`config.mk`:
```
export PLATFORM = sky130hd
export DESIGN_NAME = adc_cal_sequencer
export DESIGN_NICKNAME = d
export VERILOG_FILES = /design/src/rtl/adc_cal_sequencer.sv
export SDC_FILE = /design/constraint.sdc
export NUM_CORES = 1
export LEC_CHECK = 0
export BUFFER_PORTS_ARGS = -buffer_cell sky130_fd_sc_hd__buf_2
export CAP_MARGIN = 20
export CELL_PAD_IN_SITES_DETAIL_PLACEMENT = 1
export CELL_PAD_IN_SITES_GLOBAL_PLACEMENT = 1
export CORE_MARGIN = 1
export CORE_UTILIZATION = 40
export DETAILED_ROUTE_END_ITERATION = 8
export PLACE_DENSITY = 0.74
export SYNTH_ARGS = -nofsm -noshare
export SYNTH_HDL_FRONTEND = slang
export SYNTH_SLANG_ARGS = --single-unit
export TNS_END_PERCENT = 30
```
`constraint.sdc`:
```
create_clock -name CLK -period 1.97 [get_ports CLK]
set_clock_uncertainty 0.2 [all_clocks]
set_input_delay 0.197 -clock CLK [delete_from_list [all_inputs] [get_ports CLK]]
set_output_delay 0.197 -clock CLK [all_outputs]
set_load 0.01 [all_outputs]
```
`src/rtl/adc_cal_sequencer.sv`:
```
// ADC power-up/calibration sequencer: drives triplicated OM/CAL/DF, tracks CAL_BUSY, flags timeouts.
// All outputs registered; CAL_BUSY seen after a 2-flop synchronizer, so busy edges act 3 cycles after the pin.
module adc_cal_sequencer #(
  parameter int BUSY_WAIT_CYC   = 64,
  parameter int CAL_TIMEOUT_CYC = 32768,
  parameter int CAL_PULSE_CYC   = 4,
  parameter int CNT_W           = 16
) (
  input  logic       CLK,
  input  logic       RST_N,
  input  logic       en_i,
  input  logic       recal_i,
  input  logic       df_cfg_i,
  input  logic       cal_busy_i,
  output logic [2:0] om_o,
  output logic [2:0] cal_o,
  output logic [2:0] df_o,
  output logic       ready_o,
  output logic       err_o,
  output logic [2:0] state_o,
  output logic [7:0] cal_cnt_o
);

  typedef enum logic [2:0] {
    S_OFF       = 3'd0,
    S_WAIT_BUSY = 3'd1,
    S_CAL_RUN   = 3'd2,
    S_READY     = 3'd3,
    S_CAL_PULSE = 3'd4,
    S_ERROR     = 3'd5
  } state_t;

  localparam logic [CNT_W-1:0] BUSY_TC  = CNT_W'(BUSY_WAIT_CYC - 1);
  localparam logic [CNT_W-1:0] CAL_TC   = CNT_W'(CAL_TIMEOUT_CYC - 1);
  localparam logic [CNT_W-1:0] PULSE_TC = CNT_W'(CAL_PULSE_CYC - 1);

  state_t           state, state_nxt;
  logic [CNT_W-1:0] cnt, cnt_nxt;
  logic             busy_s1, busy_s2, busy_d;
  logic             busy_rise, busy_fall;
  logic             cal_done;
  logic             om_r, cal_r, df_r, ready_r, err_r;
  logic [7:0]       cal_cnt;

  assign busy_rise = busy_s2 & ~busy_d;
  assign busy_fall = ~busy_s2 & busy_d;

  always_comb begin
    state_nxt = state;
    cal_done  = 1'b0;
    if (!en_i) begin
      state_nxt = S_OFF;
    end else begin
      case (state)
        S_OFF:       state_nxt = S_WAIT_BUSY;
        S_WAIT_BUSY: begin
          if (busy_rise)           state_nxt = S_CAL_RUN;
          else if (cnt == BUSY_TC) state_nxt = S_ERROR;
        end
        S_CAL_RUN: begin
          // A fall on the terminal-count cycle still counts as a good calibration.
          if (busy_fall) begin
            state_nxt = S_READY;
            cal_done  = 1'b1;
          end else if (busy_s2 && cnt == CAL_TC) begin
            state_nxt = S_ERROR;
          end
        end
        S_READY: begin
          if (busy_rise)    state_nxt = S_CAL_RUN;
          else if (recal_i) state_nxt = S_CAL_PULSE;
        end
        S_CAL_PULSE: if (cnt == PULSE_TC) state_nxt = S_WAIT_BUSY;
        S_ERROR:     state_nxt = S_ERROR;
        default:     state_nxt = S_OFF;
      endcase
    end
  end

  // Counter only runs while staying in a timed state; every entry starts it from zero.
  always_comb begin
    cnt_nxt = '0;
    if (state_nxt == state &&
        (state == S_WAIT_BUSY || state == S_CAL_RUN || state == S_CAL_PULSE))
      cnt_nxt = cnt + 1'b1;
  end

  always_ff @(posedge CLK or negedge RST_N) begin
    if (!RST_N) begin
      state   <= S_OFF;
      cnt     <= '0;
      busy_s1 <= 1'b0;
      busy_s2 <= 1'b0;
      busy_d  <= 1'b0;
      om_r    <= 1'b0;
      cal_r   <= 1'b0;
      df_r    <= 1'b0;
      ready_r <= 1'b0;
      err_r   <= 1'b0;
      cal_cnt <= 8'd0;
    end else begin
      state   <= state_nxt;
      cnt     <= cnt_nxt;
      busy_s1 <= cal_busy_i;
      busy_s2 <= busy_s1;
      busy_d  <= busy_s2;
      om_r    <= (state_nxt != S_OFF) && (state_nxt != S_ERROR);
      cal_r   <= (state_nxt == S_CAL_PULSE);
      ready_r <= (state_nxt == S_READY);
      err_r   <= (state_nxt == S_ERROR);
      if (state == S_OFF)
        df_r <= df_cfg_i;
      if (cal_done && cal_cnt != 8'hFF)
        cal_cnt <= cal_cnt + 8'd1;
    end
  end

  assign om_o      = {3{om_r}};
  assign cal_o     = {3{cal_r}};
  assign df_o      = {3{df_r}};
  assign ready_o   = ready_r;
  assign err_o     = err_r;
  assign state_o   = state;
  assign cal_cnt_o = cal_cnt;

endmodule
```
Word level (Yosys, flattened, before mapping) --
Cells that the tools add are included.
Word-level totals: memories 0, output and inout port bits 22, bits in latches 0, bits in writable memories 0, memory bits (read-only) 0, bits in registers 35
Cells by class: multiply operators 0, divide/modulo/power cells 0, add/subtract/negate cells 2, bitwise operators 4, equality and inequality tests 14, order comparisons 0, shifts and indexed selects 0, multiplexer cells 13, reduce and logical (&&, ||, !) cells 8
Operators with widths (count):
- 2-to-1 mux 3 bit | 8
- one-hot mux 3 bit (6 select lines) | 1
- adder 16 x 1 -> 16 bit (second input constant) | 1
- equality test 16 x 15 -> 1 bit (second input constant) | 1
- equality test 16 x 2 -> 1 bit (second input constant) | 1
- equality test 16 x 6 -> 1 bit (second input constant) | 1
- 2-to-1 mux 16 bit | 1
- equality test 3 bit (second input constant) | 4
- equality test 3 x 2 -> 1 bit (second input constant) | 3
- adder 8 x 1 -> 8 bit (second input constant) | 1
- != test 8 bit (second input constant) | 1
- logical AND 1 bit | 4
- equality test 3 x 1 -> 1 bit (second input constant) | 1
- equality test 3 bit | 1
- zero test 3 bit | 1
- 2-to-1 mux 1 bit | 3
- != test 3 bit (second input constant) | 1
- nonzero test 3 bit | 1
- AND 1 bit | 2
- logical OR 1 bit | 2
- inverter 1 bit | 2

Depth between registers and ports, before layout --
Gate-level depths: netlist (run 1).
depth in word-level cells 9, depth in mapped cells 8

Least setup slack after synthesis (run 1) --
Ideal clock, no wire load.
kind register to register, from register state[2], in the netlist state_o[2], to register cnt[14], cell stages (with the launch flop) 8, arrival time 1684 ps, path buffers 1, setup time 120 ps, data required time 1650 ps, setup slack -34 ps, clock period less this slack 2004 ps, path through dfrtp_1 -> or3b_1 -> nor2_1 -> a32oi_2 -> a21bo_1 -> o211ai_4 -> buf_6 -> nor2_1
Between the ends: longest elaborated chain between the ends 7, elaborated cells between the ends (all ways) 20, those cells by class eq/ne: 6; mux: 10; reduce/logical: 4
RTL lines:
- start: declaration | RTL line 37 | state_t state, state_nxt;
- start signal: assignment | RTL line 102 | state <= state_nxt;
- 2-to-1 mux 3 bit (on tied branches) | RTL line 71, 58, 65
- 2-to-1 mux 3 bit (on tied branches) | RTL line 70, 57, 62
- one-hot mux 3 bit (6 select lines) | RTL line 54 | case (state)
- 2-to-1 mux 3 bit | RTL line 51 | if (!en_i) begin
- equality test 3 bit | RTL line 83 | if (state_nxt == state &&
- logical AND 1 bit * | RTL line 83
- 2-to-1 mux 16 bit * | RTL line 83
- via cnt_nxt[14] | RTL line 38 | logic [CNT_W-1:0] cnt, cnt_nxt;
- end signal: assignment | RTL line 103 | cnt <= cnt_nxt;
- end: declaration | RTL line 38
The timed path passes the listed nets; every way through them passes the cells marked *. A chain may end at the register's enable or synchronous reset.

Worst setup path in the final report (run 1) --
from register cnt[9], to register om_r
Between the ends: longest elaborated chain between the ends 8, elaborated cells between the ends (all ways) 14, those cells by class eq/ne: 4; mux: 7; reduce/logical: 3
RTL lines:
- equality test 16 x 15 -> 1 bit | RTL line 65 | end else if (busy_s2 && cnt == CAL_TC) begin
- logical AND 1 bit | RTL line 65
- 2-to-1 mux 3 bit | RTL line 65
- 2-to-1 mux 3 bit | RTL line 62 | if (busy_fall) begin
- one-hot mux 3 bit (6 select lines) * | RTL line 54
- 2-to-1 mux 3 bit * | RTL line 51
- != test 3 bit or nonzero test 3 bit (tied branches) | RTL line 107 | om_r <= (state_nxt != S_OFF) && (state_nxt != S_ERROR);
- logical AND 1 bit * | RTL line 107
- end signal: assignment | RTL line 107
- end: declaration | RTL line 42 | logic om_r, cal_r, df_r, ready_r, err_r;
Mark *: on every way between the ends. The rest lies on a longest branch, timed or not.

==> impl_metrics.ini, run 1 <==
[outcome]
status = finished, violations left
violations = setup timing

[timing]
max_freq_mhz = 473
fin_ws_ns = -0.145
rsz0062_at_grt = true
finalSetupViolCount = 23
finalCriticalPeriod_ns = 2.12
period_share_pct = 107
relSlewSlack_pct = 68.3
drv_slew = 0
tightest_slew_ns = 0.475
hold_violations = 0

[cts]
ctsHtreeMaxLevel = 2
cts_tree = done
insertion_delay_ns = 0.29
numCtsBuffers = 5
clockRootBuffer = clkbuf_8
path_clk_slew_ns = 0.07
clock-sinks = 35
clockBufferDepth = 2

[place]
io_buffers = 27
place_worst_setup_slack_ns = -0.181
placed_area_um2 = 2330
dp_hpwl_um = 3850
globalplace.congestion = 0.859
dp.cells = 292

[power_and_ir_drop]
irDropWorstVdd_mv = 0.547
combPwrFrac_pct = 15.8
intPower_mw = 1.28
pwr-share-clk_pct = 39.0
p_switching_mw = 0.424
switching_share_pct = 24.8
power_leakage_nw = 1.29
total_power_mw = 1.71
power_density_nw_per_um2 = 633
sequentialPowerShare_pct = 45.2

[synth]
syn_area_um2 = 1930
synth_edf_count = 0
yosysUniqueCellTypes = 48
synth_nets = 196
synth.ff_latch_count = 35
synth-main-ff-cell = dfrtp_1
ys_async_sr_fraction_pct = 100
syn_inst = 188
yosys_warnings = 0
syn_area_per_cell_um2 = 10.3
yosysSeqAreaShare_pct = 45.3

[routing]
drc = 0
ant_nets = 0
drt-initial-drc-count = 76
wl_per_cell_um = 17.8
wirelength_um = 5610
avgViaCountPerCell = 5.34
dr.pass1.iters = 4
vias = 1682

[cells_and_area]
nNetsFinal = 270
mostFrequentLayoutCells = buf_4, dfrtp_1, buf_2, nor2_1, nand2_1
drive_gt1_share_pct = 47.1
multiInputGateArea_um2 = 1010
final_common_cell = buf_4
final_cells = 315
diodes = 0
seq_area_um2 = 878
area_delta_synth_final_pct = 39.3
final_area_um2 = 2700
final_util_pct = 59.8
nFillCells = 496

[floorplan]
die_h_um = 71.5
core_area_um2 = 4500
die_x_um = 71.5
io_pins = 28
start_util_pct = 42.9
die_area_um2 = 5120
rows = 24

[global_route]
grt_max_degree = 19
gr-usage-all-layers_pct = 24.3
grt_pass1_wl_um = 9400
grt_pass1_vias = 1902
antenna_found_initial = 0
grt_remaining_overflow = 0

[worst_hold_path]
hp-class = in -> reg

[critical_path]
arrival_ns = 2.08
crit_path_end_kind = flop
crit_type = reg -> reg
setup.worst_path.start_class = flop
path_max_fanout = 3
cp_data_required_time_ns = 1.93

[job]
drv_cap = 0
## power by group through the flow
| stage | combinational (mW) | clock, mW | sequential (mW) |
|---|---|---|---|
| global placement | 0.224 | 0 | 0.780 |
| detailed placement | 0.231 | 0 | 0.783 |
| finish | 0.269 | 0.666 | 0.772 |
| floorplan | 0.144 | 0 | 0.786 |
| CTS | 0.268 | 0.686 | 0.771 |
| global route | 0.294 | 0.711 | 0.776 |
## synth_stat cells, types with 2 or more instances
library cell	number	share of area, %
mux2_2	2	1.2
nor2_1	19	3.7
buf_6	2	1.2
nor2_2	8	2.6
nor3_1	3	0.78
xnor2_1	13	5.9
nand3_1	6	1.6
a21oi_1	4	1.0
nand4_1	5	1.6
nor2b_1	5	1.6
nand2b_1	3	0.97
ha_1	2	1.3
o211ai_1	2	0.78
inv_1	4	0.78
o21ai_0	2	0.52
nor4_1	2	0.65
dfrtp_1	35	45
buf_4	11	4.3
xor2_1	8	3.6
nand2_1	16	3.1
and3_1	8	2.6
inv_2	2	0.39
## cells by family after synthesis
family | after synthesis | share of synthesized area (%)
flops | 35 | 45.3
xor+xnor | 21 | 9.51
simple gates | 85 | 24.5
compound gates | 23 | 11.4
buf+inv | 20 | 6.86
fa+ha+maj | 2 | 1.29
mux | 2 | 1.16
## flip-flops by register name, indices dropped and copies added (netlist names)
signal	flops
cnt	16
cal_cnt_o	8
state_o	3
busy_d	1
busy_s1	1
busy_s2	1
cal_r	1
df_r	1
err_o	1
om_r	1
ready_o	1
## per-stage QoR
step / hold WS [ns] / TNS, ns
2_1_floorplan: -0.299 / -0.0215
6_report: 0.105 / -2.18
3_3_place_gp: -0.0355 / -1.36
3_5_place_dp: -0.0267 / -2.35
4_1_cts: 0.0897 / -1.54
5_1_grt: 0.134 / -4.03
## worst max-delay path, cell delays in order (launching register included)
cell and delay [ns]:
dfrtp_1 0.44, nor4_4 0.33, nand4_1 0.20, a21oi_1 0.25, o221ai_2 0.15, buf_4 0.16
a211o_1 0.25
## routing by layer
| metal | vias up | global-route usage (%) | part of all wire [%] |
|---|---|---|---|
| li1 | 784 | - | - |
| met1 | 850 | 29.3 | 42 |
| met2 | 40 | 44.3 | 53 |
| met3 | 8 | 3.66 | 2.7 |
| met4 | 0 | 8.06 | 1.7 |
| met5 | - | 0 | 0 |
## area by class of cell
class	count	area share (%)
multi-input combinational	133	37.7
inverter	6	0.836
timing repair buffer	81	22.1
clock buffer	6	3.06
clock inverter	2	1.30
sequential	35	32.6
tap	52	2.41
## path summary, 6_finish.rpt
check / from / endpoint / slack, ns / cells after the start
hold reg to reg: busy_s1$_DFF_PN0_ / busy_s2$_DFF_PN0_ / 0.16 / 0
min in group asynchronous: RST_N / cnt[12]$_DFF_PN0_ / 0.20 / 2
setup / recovery: cnt[9]$_DFF_PN0_ / om_r$_DFF_PN0_ / -0.15 / 6
setup reg to reg: cnt[9]$_DFF_PN0_ / om_r$_DFF_PN0_ / -0.15 / 6
max in group asynchronous: RST_N / state_o[2]$_DFF_PN0_ / 0.82 / 3
hold / removal: en_i / state_o[2]$_DFF_PN0_ / 0.11 / 3
## timing repair
| action | 4_1_cts | 5_1_grt |
|---|---|---|
| pin swaps | 14 | 1 |
| hold buffers | 3 | 0 |
| setup buffers | 11 | 0 |
| setup endpoints to repair | 25 | 26 |
| cloned | 1 | 0 |
| resized for setup | 20 | 1 |
| hold endpoints to repair | 18 | 0 |
Note: power is estimated with default switching activity, not from simulation.
==> run 2: changes to the inputs <==
--- a/config.mk
+++ b/config.mk
@@ -12,6 +12,7 @@
 export CORE_MARGIN = 1
 export CORE_UTILIZATION = 40
 export DETAILED_ROUTE_END_ITERATION = 8
+export GPL_TIMING_DRIVEN = 0
 export PLACE_DENSITY = 0.74
 export SYNTH_ARGS = -nofsm -noshare
 export SYNTH_HDL_FRONTEND = slang
==> run 2 against run 1 <==
  * The flow still finishes with violations (setup timing)
  * Maximum frequency down 0.96%
  * First-iteration DRC count up 12%
  * Count of clock-buffer cells in the layout increased by 1
  * Combinational power is 9.7% higher
  * Final cell count fell by 5.1%
  * Core utilization shrank 2.5 points
  * Critical path type unchanged
  * Critical endpoint is now cnt[9]$_DFF_PN0_
  * Largest power group unchanged
==> impl_metrics.ini, run 2 (synthesized netlist as in run 1, its figures left out) <==
[outcome]
status = finished, violations left
violations = setup timing

[critical_path]
path_max_fanout = 5
r2r-start = cnt[11]$_DFF_PN0_
worstRegToRegCells = 7
crit_path_end_kind = flop
arrival_ns = 2.12
startpoint = cnt[11]$_DFF_PN0_
cp_data_required_time_ns = 1.95
setup.worst_path.start_class = flop
crit_type = reg -> reg

[cells_and_area]
final_common_cell = buf_4
nNetsFinal = 254
top_register = cnt
largest_reg_flops = 16
final_cells = 299
final_area_um2 = 2580
area_delta_synth_final_pct = 33.6
drive_gt1_share_pct = 47.0
diodes = 0
mostFrequentLayoutCells = buf_4, buf_2, dfrtp_1, nor2_1, nand2_1

[timing]
drv_slew = 0
relSlewSlack_pct = 47.3
rsz0062_at_grt = true
hold_violations = 0
tightest_slew_ns = 0.790
max_freq_mhz = 468
fin_ws_ns = -0.166
finalCriticalPeriod_ns = 2.14
finalSetupViolCount = 26
whs_ns = 0.0672
period_share_pct = 108

[cts]
clock-sinks = 35
cts_tree = done
clockRootBuffer = clkbuf_8
clockBufferDepth = 2
numCtsBuffers = 5
path_clk_slew_ns = 0.07
ctsHtreeMaxLevel = 2
insertion_delay_ns = 0.29

[worst_hold_path]
hp-class = in -> reg
hp-start = en_i
hold_depth = 3

[floorplan]
rows = 24
start_util_pct = 42.9
die_area_um2 = 5120
io_pins = 28
core_area_um2 = 4500
die_x_um = 71.5
die_h_um = 71.5

[place]
dp_hpwl_um = 3270
dp.cells = 267
placed_area_um2 = 2140
io_buffers = 27
place_worst_setup_slack_ns = -0.286
globalplace.congestion = 0.926

[power_and_ir_drop]
total_power_mw = 1.61
power_density_nw_per_um2 = 623
pwr-share-clk_pct = 33.8
intPower_mw = 1.17
power_leakage_nw = 1.19
combPwrFrac_pct = 18.3
irDropWorstVdd_mv = 0.401
sequentialPowerShare_pct = 47.8
switching_share_pct = 27.1
p_switching_mw = 0.437

[routing]
vias = 1627
avgViaCountPerCell = 5.44
drc = 0
wirelength_um = 5340
wl_per_cell_um = 17.8
ant_nets = 0
dr.pass1.iters = 4
drt-initial-drc-count = 85

[global_route]
gr-usage-all-layers_pct = 22.8
antenna_found_initial = 0
grt_pass1_wl_um = 8850
grt_remaining_overflow = 0
grt_max_degree = 36
grt_pass1_vias = 1734

[job]
drv_cap = 0
==> run 2: path summary, 6_finish.rpt <==
kind,to,slack [ns]
min reg2reg,busy_s2$_DFF_PN0_,0.18
min,state_o[0]$_DFF_PN0_,0.07
max reg2reg,cnt[9]$_DFF_PN0_,-0.17
max in group asynchronous,state_o[0]$_DFF_PN0_,0.70
min in group asynchronous,cnt[8]$_DFF_PN0_,0.33
max,cnt[9]$_DFF_PN0_,-0.17
==> run 2: per-layer routing <==
metal | global-route usage, % | routed length (um)
met1 | 28.9 | 2270
met2 | 39.7 | 2810
met3 | 4.22 | 138
met4 | 7.19 | 124
met5 | 0 | 0
==> run 2: layout make-up <==
cell class | instances | area [um2]
repair buffers | 52 | 350
well taps | 52 | 65.1
plain buffers | 13 | 105
flip-flops and latches | 35 | 888
multi-input cells | 133 | 1060
inverters | 6 | 22.5
clock inverters | 1 | 5.00
clock buffers | 7 | 86.3
fillers | 505 | 1920
==> run 2: power by group through the flow <==
stage	clock [mW]	sequential, mW	combinational [mW]
3_3_place_gp	0	0.780	0.222
4_1_cts	0.550	0.771	0.283
6_report	0.545	0.771	0.295
5_1_grt	0.589	0.776	0.322
2_1_floorplan	0	0.786	0.144
3_5_place_dp	0	0.785	0.232
==> run 2: worst max-delay path: stages, from the launching register on <==
cell      delay (ns)
dfrtp_2         0.43
nor4_4          0.32
and3_1          0.29
a32oi_4         0.17
a21bo_1         0.26
o211ai_4        0.14
buf_6           0.18
nor2_2          0.04
==> run 2: per-stage QoR <==
stage | setup TNS [ns] | utilization [%]
floorplan | -0.0215 | -
global placement | -3.25 | 47.5
detailed placement | -4.42 | 47.5
CTS | -1.38 | 55.4
global route | -5.90 | 57.4
finish | -3.09 | 57.4
==> run 2: repair_timing <==
action,4_1_cts,5_1_grt
pin swaps,21,11
hold buffers,3,0
endpoints found under the hold margin,37,0
gates resized for setup,25,11
setup buffers,16,5
gates cloned,1,0
setup endpoints to repair,24,29
